## src/rtl/gated_reg_bank.sv

```systemverilog
// -----------------------------------------------------------------------------
// gated_reg_bank
//
// Bank of CHANNELS independent WIDTH-bit registers. Each channel either loads
// its slice of d_in (mode = 0) or shifts left, taking ser_in[i] as the new LSB
// (mode = 1). A write only happens when the channel is requested (en[i]) and
// the new value actually differs from the stored one. Writes that would not
// change the value are suppressed, so the per-channel enable can map onto one
// integrated clock gate per channel. Each channel also keeps a saturating
// activity counter that counts the edges on which it was really written.
//
// Ports
//   clk      : single clock, all state changes on the rising edge
//   rst_n    : asynchronous active-low reset (deassertion synchronised outside)
//   en       : per-channel write request
//   mode     : 0 = parallel load, 1 = serial shift (applies to all channels)
//   d_in     : parallel data, channel i in bits [i*WIDTH +: WIDTH]
//   ser_in   : serial input bit per channel
//   out      : channel registers, same packing as d_in
//   gated    : bit i = 1 when channel i was not written on the previous edge
//   cnt_sel  : selects the channel for act_cnt and cnt_clr
//   cnt_clr  : synchronous clear of the selected channel's activity counter
//   act_cnt  : combinational read of the selected channel's activity counter
// -----------------------------------------------------------------------------
module gated_reg_bank #(
  parameter int WIDTH    = 5,
  parameter int CHANNELS = 4,
  parameter int CNT_W    = 16
) (
  input  logic                                              clk,
  input  logic                                              rst_n,
  input  logic [CHANNELS-1:0]                               en,
  input  logic                                              mode,
  input  logic [CHANNELS*WIDTH-1:0]                         d_in,
  input  logic [CHANNELS-1:0]                               ser_in,
  output logic [CHANNELS*WIDTH-1:0]                         out,
  output logic [CHANNELS-1:0]                               gated,
  input  logic [((CHANNELS > 1) ? $clog2(CHANNELS) : 1)-1:0] cnt_sel,
  input  logic                                              cnt_clr,
  output logic [CNT_W-1:0]                                  act_cnt
);

  // A single channel still needs a one-bit select; selects that do not name
  // an existing channel simply never match any channel index below.
  localparam int SEL_W = (CHANNELS > 1) ? $clog2(CHANNELS) : 1;
  localparam logic [CNT_W-1:0] CNT_MAX = {CNT_W{1'b1}};
  localparam logic [CNT_W-1:0] CNT_ONE = {{(CNT_W-1){1'b0}}, 1'b1};

  logic [WIDTH-1:0]    out_q [CHANNELS];
  logic [WIDTH-1:0]    out_d [CHANNELS];
  logic [CNT_W-1:0]    cnt_q [CHANNELS];
  logic [CNT_W-1:0]    cnt_d [CHANNELS];
  logic [CHANNELS-1:0] gated_q;
  logic [CHANNELS-1:0] gated_d;
  logic [CHANNELS-1:0] ge;
  logic [CHANNELS-1:0] clr_hit;

  // Candidate next value per channel and the resulting gate enable.
  always_comb begin
    for (int i = 0; i < CHANNELS; i++) begin
      if (mode) begin
        out_d[i] = {out_q[i][WIDTH-2:0], ser_in[i]};
      end else begin
        out_d[i] = d_in[i*WIDTH +: WIDTH];
      end
      // A write that would store the value already held is dropped.
      ge[i] = en[i] & (out_d[i] != out_q[i]);
    end
  end

  // Gated flag is the complement of this edge's enable.
  always_comb begin
    gated_d = ~ge;
  end

  // Which channel (if any) the clear request targets this cycle.
  always_comb begin
    for (int i = 0; i < CHANNELS; i++) begin
      clr_hit[i] = cnt_clr & (cnt_sel == SEL_W'(i));
    end
  end

  // Activity counters: clear beats increment, increment saturates.
  always_comb begin
    for (int i = 0; i < CHANNELS; i++) begin
      if (clr_hit[i]) begin
        cnt_d[i] = {CNT_W{1'b0}};
      end else if (ge[i] && (cnt_q[i] != CNT_MAX)) begin
        cnt_d[i] = cnt_q[i] + CNT_ONE;
      end else begin
        cnt_d[i] = cnt_q[i];
      end
    end
  end

  // Channel data flops, one enable per channel shared by all of its bits.
  always_ff @(posedge clk or negedge rst_n) begin
    if (!rst_n) begin
      for (int i = 0; i < CHANNELS; i++) begin
        out_q[i] <= {WIDTH{1'b0}};
      end
    end else begin
      for (int i = 0; i < CHANNELS; i++) begin
        if (ge[i]) begin
          out_q[i] <= out_d[i];
        end else begin
          out_q[i] <= out_q[i];
        end
      end
    end
  end

  // Gated flags and activity counters.
  always_ff @(posedge clk or negedge rst_n) begin
    if (!rst_n) begin
      gated_q <= {CHANNELS{1'b1}};
      for (int i = 0; i < CHANNELS; i++) begin
        cnt_q[i] <= {CNT_W{1'b0}};
      end
    end else begin
      gated_q <= gated_d;
      for (int i = 0; i < CHANNELS; i++) begin
        cnt_q[i] <= cnt_d[i];
      end
    end
  end

  // Pack channel registers onto the flat output bus.
  always_comb begin
    out = {(CHANNELS*WIDTH){1'b0}};
    for (int i = 0; i < CHANNELS; i++) begin
      out[i*WIDTH +: WIDTH] = out_q[i];
    end
  end

  // Gated flags drive the port straight from their flops.
  always_comb begin
    gated = gated_q;
  end

  // Counter read mux: an out-of-range select matches nothing and reads zero.
  always_comb begin
    act_cnt = {CNT_W{1'b0}};
    for (int i = 0; i < CHANNELS; i++) begin
      act_cnt = act_cnt | (cnt_q[i] & {CNT_W{cnt_sel == SEL_W'(i)}});
    end
  end

endmodule

```

## config.mk

```make
export PLATFORM = sky130hd
export DESIGN_NAME = gated_reg_bank
export DESIGN_NICKNAME = d
export VERILOG_FILES = /design/src/rtl/gated_reg_bank.sv
export SDC_FILE = /design/constraint.sdc
export NUM_CORES = 1
export LEC_CHECK = 0
export CORE_MARGIN = 2
export CORE_UTILIZATION = 55
export CTS_CLUSTER_DIAMETER = 100
export DETAILED_ROUTE_END_ITERATION = 8
export PLACE_DENSITY = 0.8
export SLEW_MARGIN = 20
export SYNTH_ARGS = -nofsm -noshare
export SYNTH_HDL_FRONTEND = slang
export SYNTH_SLANG_ARGS = --single-unit
```

## constraint.sdc

```tcl
create_clock -name clk -period 4.9 [get_ports clk]
set_clock_uncertainty 0.05 [all_clocks]
set_input_delay 0.98 -clock clk [delete_from_list [all_inputs] [get_ports clk]]
set_output_delay 0.98 -clock clk [all_outputs]
set_load 0.01 [all_outputs]
```

* After elaboration in Yosys (flattened, before gate mapping)
Cells that the tools add are included.
** Operators by class
- Add/sub/neg operators :: 4
- Multipliers :: 0
- Divide/modulo/power cells :: 0
- Magnitude comparators :: 0
- Equality and inequality tests :: 11
- Shift-type cells :: 0
- Muxes and demuxes :: 12
- Bitwise logic cells :: 16
- Reduce and logical (&&, ||, !) cells :: 9
** Operators by type and width (count)
- 16-bit 2-to-1 mux :: 8
- 16-bit by 1-bit adder with 16-bit output, second input constant :: 4
- 16-bit bitwise AND :: 4
- 16-bit inequality test, second input constant :: 4
- 16-bit OR :: 3
- 5-bit 2-to-1 mux :: 4
- 5-bit inequality test :: 4
- 1-bit bitwise AND :: 8
- 2-bit nonzero test :: 4
- 2-bit equality test, second input constant :: 2
- 1-bit logical AND :: 4
- 4-bit NOT :: 1
- 2-bit by 1-bit equality test with 1-bit output, second input constant :: 1
- 2-bit zero test :: 1
** Word-level totals
- Flip-flop bits (word level) :: 88
- Latch bits :: 0
- Bits in writable memories :: 0
- Bits in read-only memories :: 0
- Bits of input ports :: 34
- Output and inout bits :: 40
- Word-level logic and storage cells :: 61
- Memories kept :: 0

* Longest topological paths before layout
- Depth after elaboration :: 6
- Gate-level depth with buffers :: 9

* Least setup slack after synthesis
Ideal clock, no wire load.
- Kind :: input port to output port
- Start point :: input cnt_sel[1] in the netlist's numbering
- End point :: output act_cnt[10]
- Arrival :: 2.321 ns
- Data required time :: 3.870 ns
- Setup slack :: 1.549 ns
- Cell stages on the path :: 3
- Buffers on the path :: 2
- Cells stage by stage :: buf_1 -> buf_2 -> mux4_2
** Between the ends
- Longest elaborated chain between the ends :: 5
- Elaborated cells on any way between the ends :: 11
- Those cells by class :: eq/ne: 3; bitwise: 7; reduce/logical: 1
** RTL lines
- from (decl) :: RTL line 38 : input logic [((CHANNELS > 1) ? $clog2(CHANNELS) : 1)-1:0] cnt_sel,
- 2-bit by 1-bit equality test with 1-bit output / 2-bit zero test (equally long branches) :: RTL line 145 : act_cnt = act_cnt | (cnt_q[i] & {CNT_W{cnt_sel == SEL_W'(i)}});
- 16-bit bitwise AND :: RTL line 145
- 16-bit OR (2 in a row) :: RTL line 145
- 16-bit OR (*) :: RTL line 145
- to (decl) :: RTL line 40 : output logic [CNT_W-1:0] act_cnt
Every way passes the cells marked *; elsewhere a longest branch is shown, timed or not.

* Worst setup path after layout
- Start point :: input cnt_sel[0] in the netlist's numbering
- End point :: output act_cnt[13]
The elaborated chain is that of the path after synthesis.

==> summary.txt <==
Run status
  – Outcome: finished, final reports clean

Synthesis
  – Syn. warnings: 0
  – Synth area leader: dfrtp_1
  – Largest family of logic cells by synthesized area: simple AND/OR/NAND/NOR gates
  – Primary FF master, synth: dfrtp_1
  – Mapped cell area: between 0.005 and 0.006 mm²
  – Adder-Cell Fraction of Synth Area: 0.00939
  – Top cell type's share of synthesized area: 0.394
  – EDFF count, synth: 0
  – Top cells by area, synth: dfrtp_1, mux4_2, mux2i_1, a21oi_1, xor2_1
  – Register area share after synthesis: 0.414
  – Compound-cell area share of the yosys netlist: 0.130
  – Mean Syn Cell Area: 9.64 µm²
  – Mux cell area share after synthesis: 0.119
  – Simple-Gate Fraction of Synth Area: 0.235
  – Post-synthesis async set-or-reset flop share: 1.00
  – Post-synthesis xor/xnor area fraction: 0.0591
  – Syn nets: around 590
  – Count of cell types in the netlist: 60
  – Mapped Cells: around 550
  – Seq cells post-synth: roughly 90

Critical path
  – CP endpoint: act_cnt[13]
  – Crit. End Element: output port
  – Critical path class: primary input to output port
  – Worst R2R End: out[10]
  – Critical path launch point type: primary input
  – Crit path arrival time: roughly 2.9 ns
  – Crit path from: cnt_sel[0]
  – Worst R2R Start: out[11]
  – Critical Path RT: ~3.9 ns
  – Crit Path Max Fanout: 14
  – R2r setup slk: approximately 2.4 ns
  – Worst r2r path cells: 6

Clock tree
  – Post-CTS Hold Fix Bufs: 0
  – CTS Sinks: 88
  – Skew-Pair Late Insertion Delay: about 0.36 ns
  – Post-CTS setup buffers: 0
  – Clock Tree Buf Depth: 2
  – CTS resizes: 0
  – Total CTS buffers: 9
  – CTS tree: done
  – Reg clk slew, reported paths: about 0.09 ns
  – Root buf cell: clkbuf_8
  – # H-tree levels: 3

Routing
  – Initial DRC count: 320
  – DRC Markers: 0
  – Post-route ant nets: 0
  – Vias: ~4600
  – Vias per cell: ~6.2
  – Routed wire length per instance: between 15 and 20 µm
  – Total wire length: around 13000 µm
  – Drt pass-1 iters: 5

GRT
  – Gr ovfl total: 0
  – First-pass GRT wire length: around 21000 µm
  – Pin count of the biggest net entering global routing: around 90
  – GR Util All Layers: 0.258
  – Vias in the first global route: ~4300
  – Initial antenna violation count: 0

Power and ir drop
  – PwrDens: slightly above 300 mW/mm²
  – Power Total: around 2.0 mW
  – Sw frac: 0.319
  – Sequential share of power: 0.484
  – LEAKAGE: 2.55 nW
  – Sw Pwr: ~0.63 mW
  – Clock power share: 0.280
  – Worst vdd ir: roughly 160 µV
  – Comb pwr share: 0.236
  – Cell Int Power: about 1.3 mW

Final layout
  – Diode count: 0
  – Final net count: 652
  – Layout cells sized above 1: 0.0956
  – Fillers: between 700 and 800
  – Area growth syn-to-layout: 18.7%
  – Final Cell Area: roughly 0.0063 mm²

Placed design
  – Final HPWL DP: around 9600 µm
  – Final estimated routing congestion in global placement: just under 0.9
  – # port buffers: 73
  – Placed inst area: 0.00612 mm²

STA
  – Slew HR: 0.343
  – Hold WS: just under 0.5 ns
  – Setup_tns: 0 ns
  – Fin. max-slew vios: 0
  – Unrepaired setup endpoints after global routing: no
  – Top achievable clock speed: between 200 and 300 MHz
  – Setup violators final: 0
  – Hold Violations, Final: 0
  – Worst Max-Slew Pin Slew: a little under 1 ns
  – Minimum clock period: 3.93 ns
  – Final period util: 0.803

Floorplan
  – I/O pins: 74
  – Total core area: about 0.0093 mm²
  – DIE HEIGHT: between 100 and 150 µm
  – DIE AREA: about 0.010 mm²
  – Chip width: 102 µm
  – Starting Density: 0.572
  – FP Rows: 35

Min path
  – Hold Path Class: flip-flop to flip-flop

Job
  – Maxcap violations: 0
==> logic make-up after synthesis <==
family                   after synthesis
AO/OA/AOI/OAI                        107
buffers and inverters                 38
multiplexers                          43
AND/OR/NAND/NOR                      237
adder cells (fa/ha/maj)                4
flip-flops                            88
XOR/XNOR                              36
==> through the flow <==
step	cells	utilization	setup slack, ns
finish	746	0.678	0.966
global route	746	0.678	0.912
CTS	746	0.678	0.970
detailed placement	732	0.656	0.958
global placement	732	0.656	1.01
floorplan	553	-	1.55
==> cells in the final DEF, fill, tap and decap left out, types with 10 or more instances in the layout <==
cell type / n
or3_1: 22
nand4_1: 24
or4_1: 10
nor3_1: 12
mux2i_1: 23
nor2_1: 51
xor2_1: 25
clkdlybuf4s50_1: 72
o21ai_0: 27
inv_1: 11
nand2_1: 49
mux4_2: 16
dfrtp_1: 84
a21oi_1: 45
xnor2_1: 11
nand3_1: 25
==> how the worst min path moves through the flow <==
stage	from	cells after the start	endpoint
after floorplan	cnt_q[14]	1	cnt_q[14]
after global placement	cnt_q[14]	1	cnt_q[14]
after detailed placement	cnt_q[14]	1	cnt_q[14]
after CTS	cnt_q[14]	1	cnt_q[14]
after global routing	cnt_q[14]	1	cnt_q[14]
final	cnt_q[14]	1	cnt_q[14]
==> state kept, by name, summed over array words and instances, names as in the netlist <==
register,cells
cnt_q,64
out,20
gated,4
==> per-layer routing <==
| layer | vias to the layer above | track usage | routed length, µm |
|---|---|---|---|
| li1 | 2170 | - | - |
| met1 | 2235 | 0.348 | 5770 |
| met2 | 165 | 0.419 | 6350 |
| met3 | 26 | 0.0410 | 724 |
| met4 | 0 | 0.108 | 335 |
| met5 | - | 0 | 0 |
==> power by group through the flow <==
stage                     Clock (mW)  Combinational (mW)  Sequential (mW)
final                          0.550               0.463            0.950
after global routing           0.583               0.512            0.964
after CTS                      0.556               0.467            0.946
after detailed placement           0               0.462            0.960
after global placement             0               0.446            0.957
after floorplan                    0               0.276            0.928
==> area by class of cell <==
class	instances	area (µm²)	area share
Multi-Input combinational cell	427	2950	0.466
Sequential cell	88	2210	0.349
Timing Repair Buffer	77	762	0.120
Tap cell	129	161	0.0255
Clock buffer	9	124	0.0196
Clock inverter	5	82.6	0.0130
Inverter	11	41.3	0.00652
==> synth_stat cells, types with 11 or more instances <==
cell,instances
mux2i_1,23
nand3_1,25
nor3_1,12
xor2_1,25
or3_1,22
xnor2_1,11
nand2_1,49
o21ai_0,27
a21oi_1,45
clkbuf_1,14
nand4_1,24
inv_1,11
nor2_1,51
dfrtp_1,84
mux4_2,16
==> worst max-delay path, cell delays in order <==
cell	delay, ns
clkdlybuf4s50_1	0.76
buf_4	0.31
mux4_2	0.33
clkdlybuf4s50_1	0.52
Power figures use the tool's default switching activity.
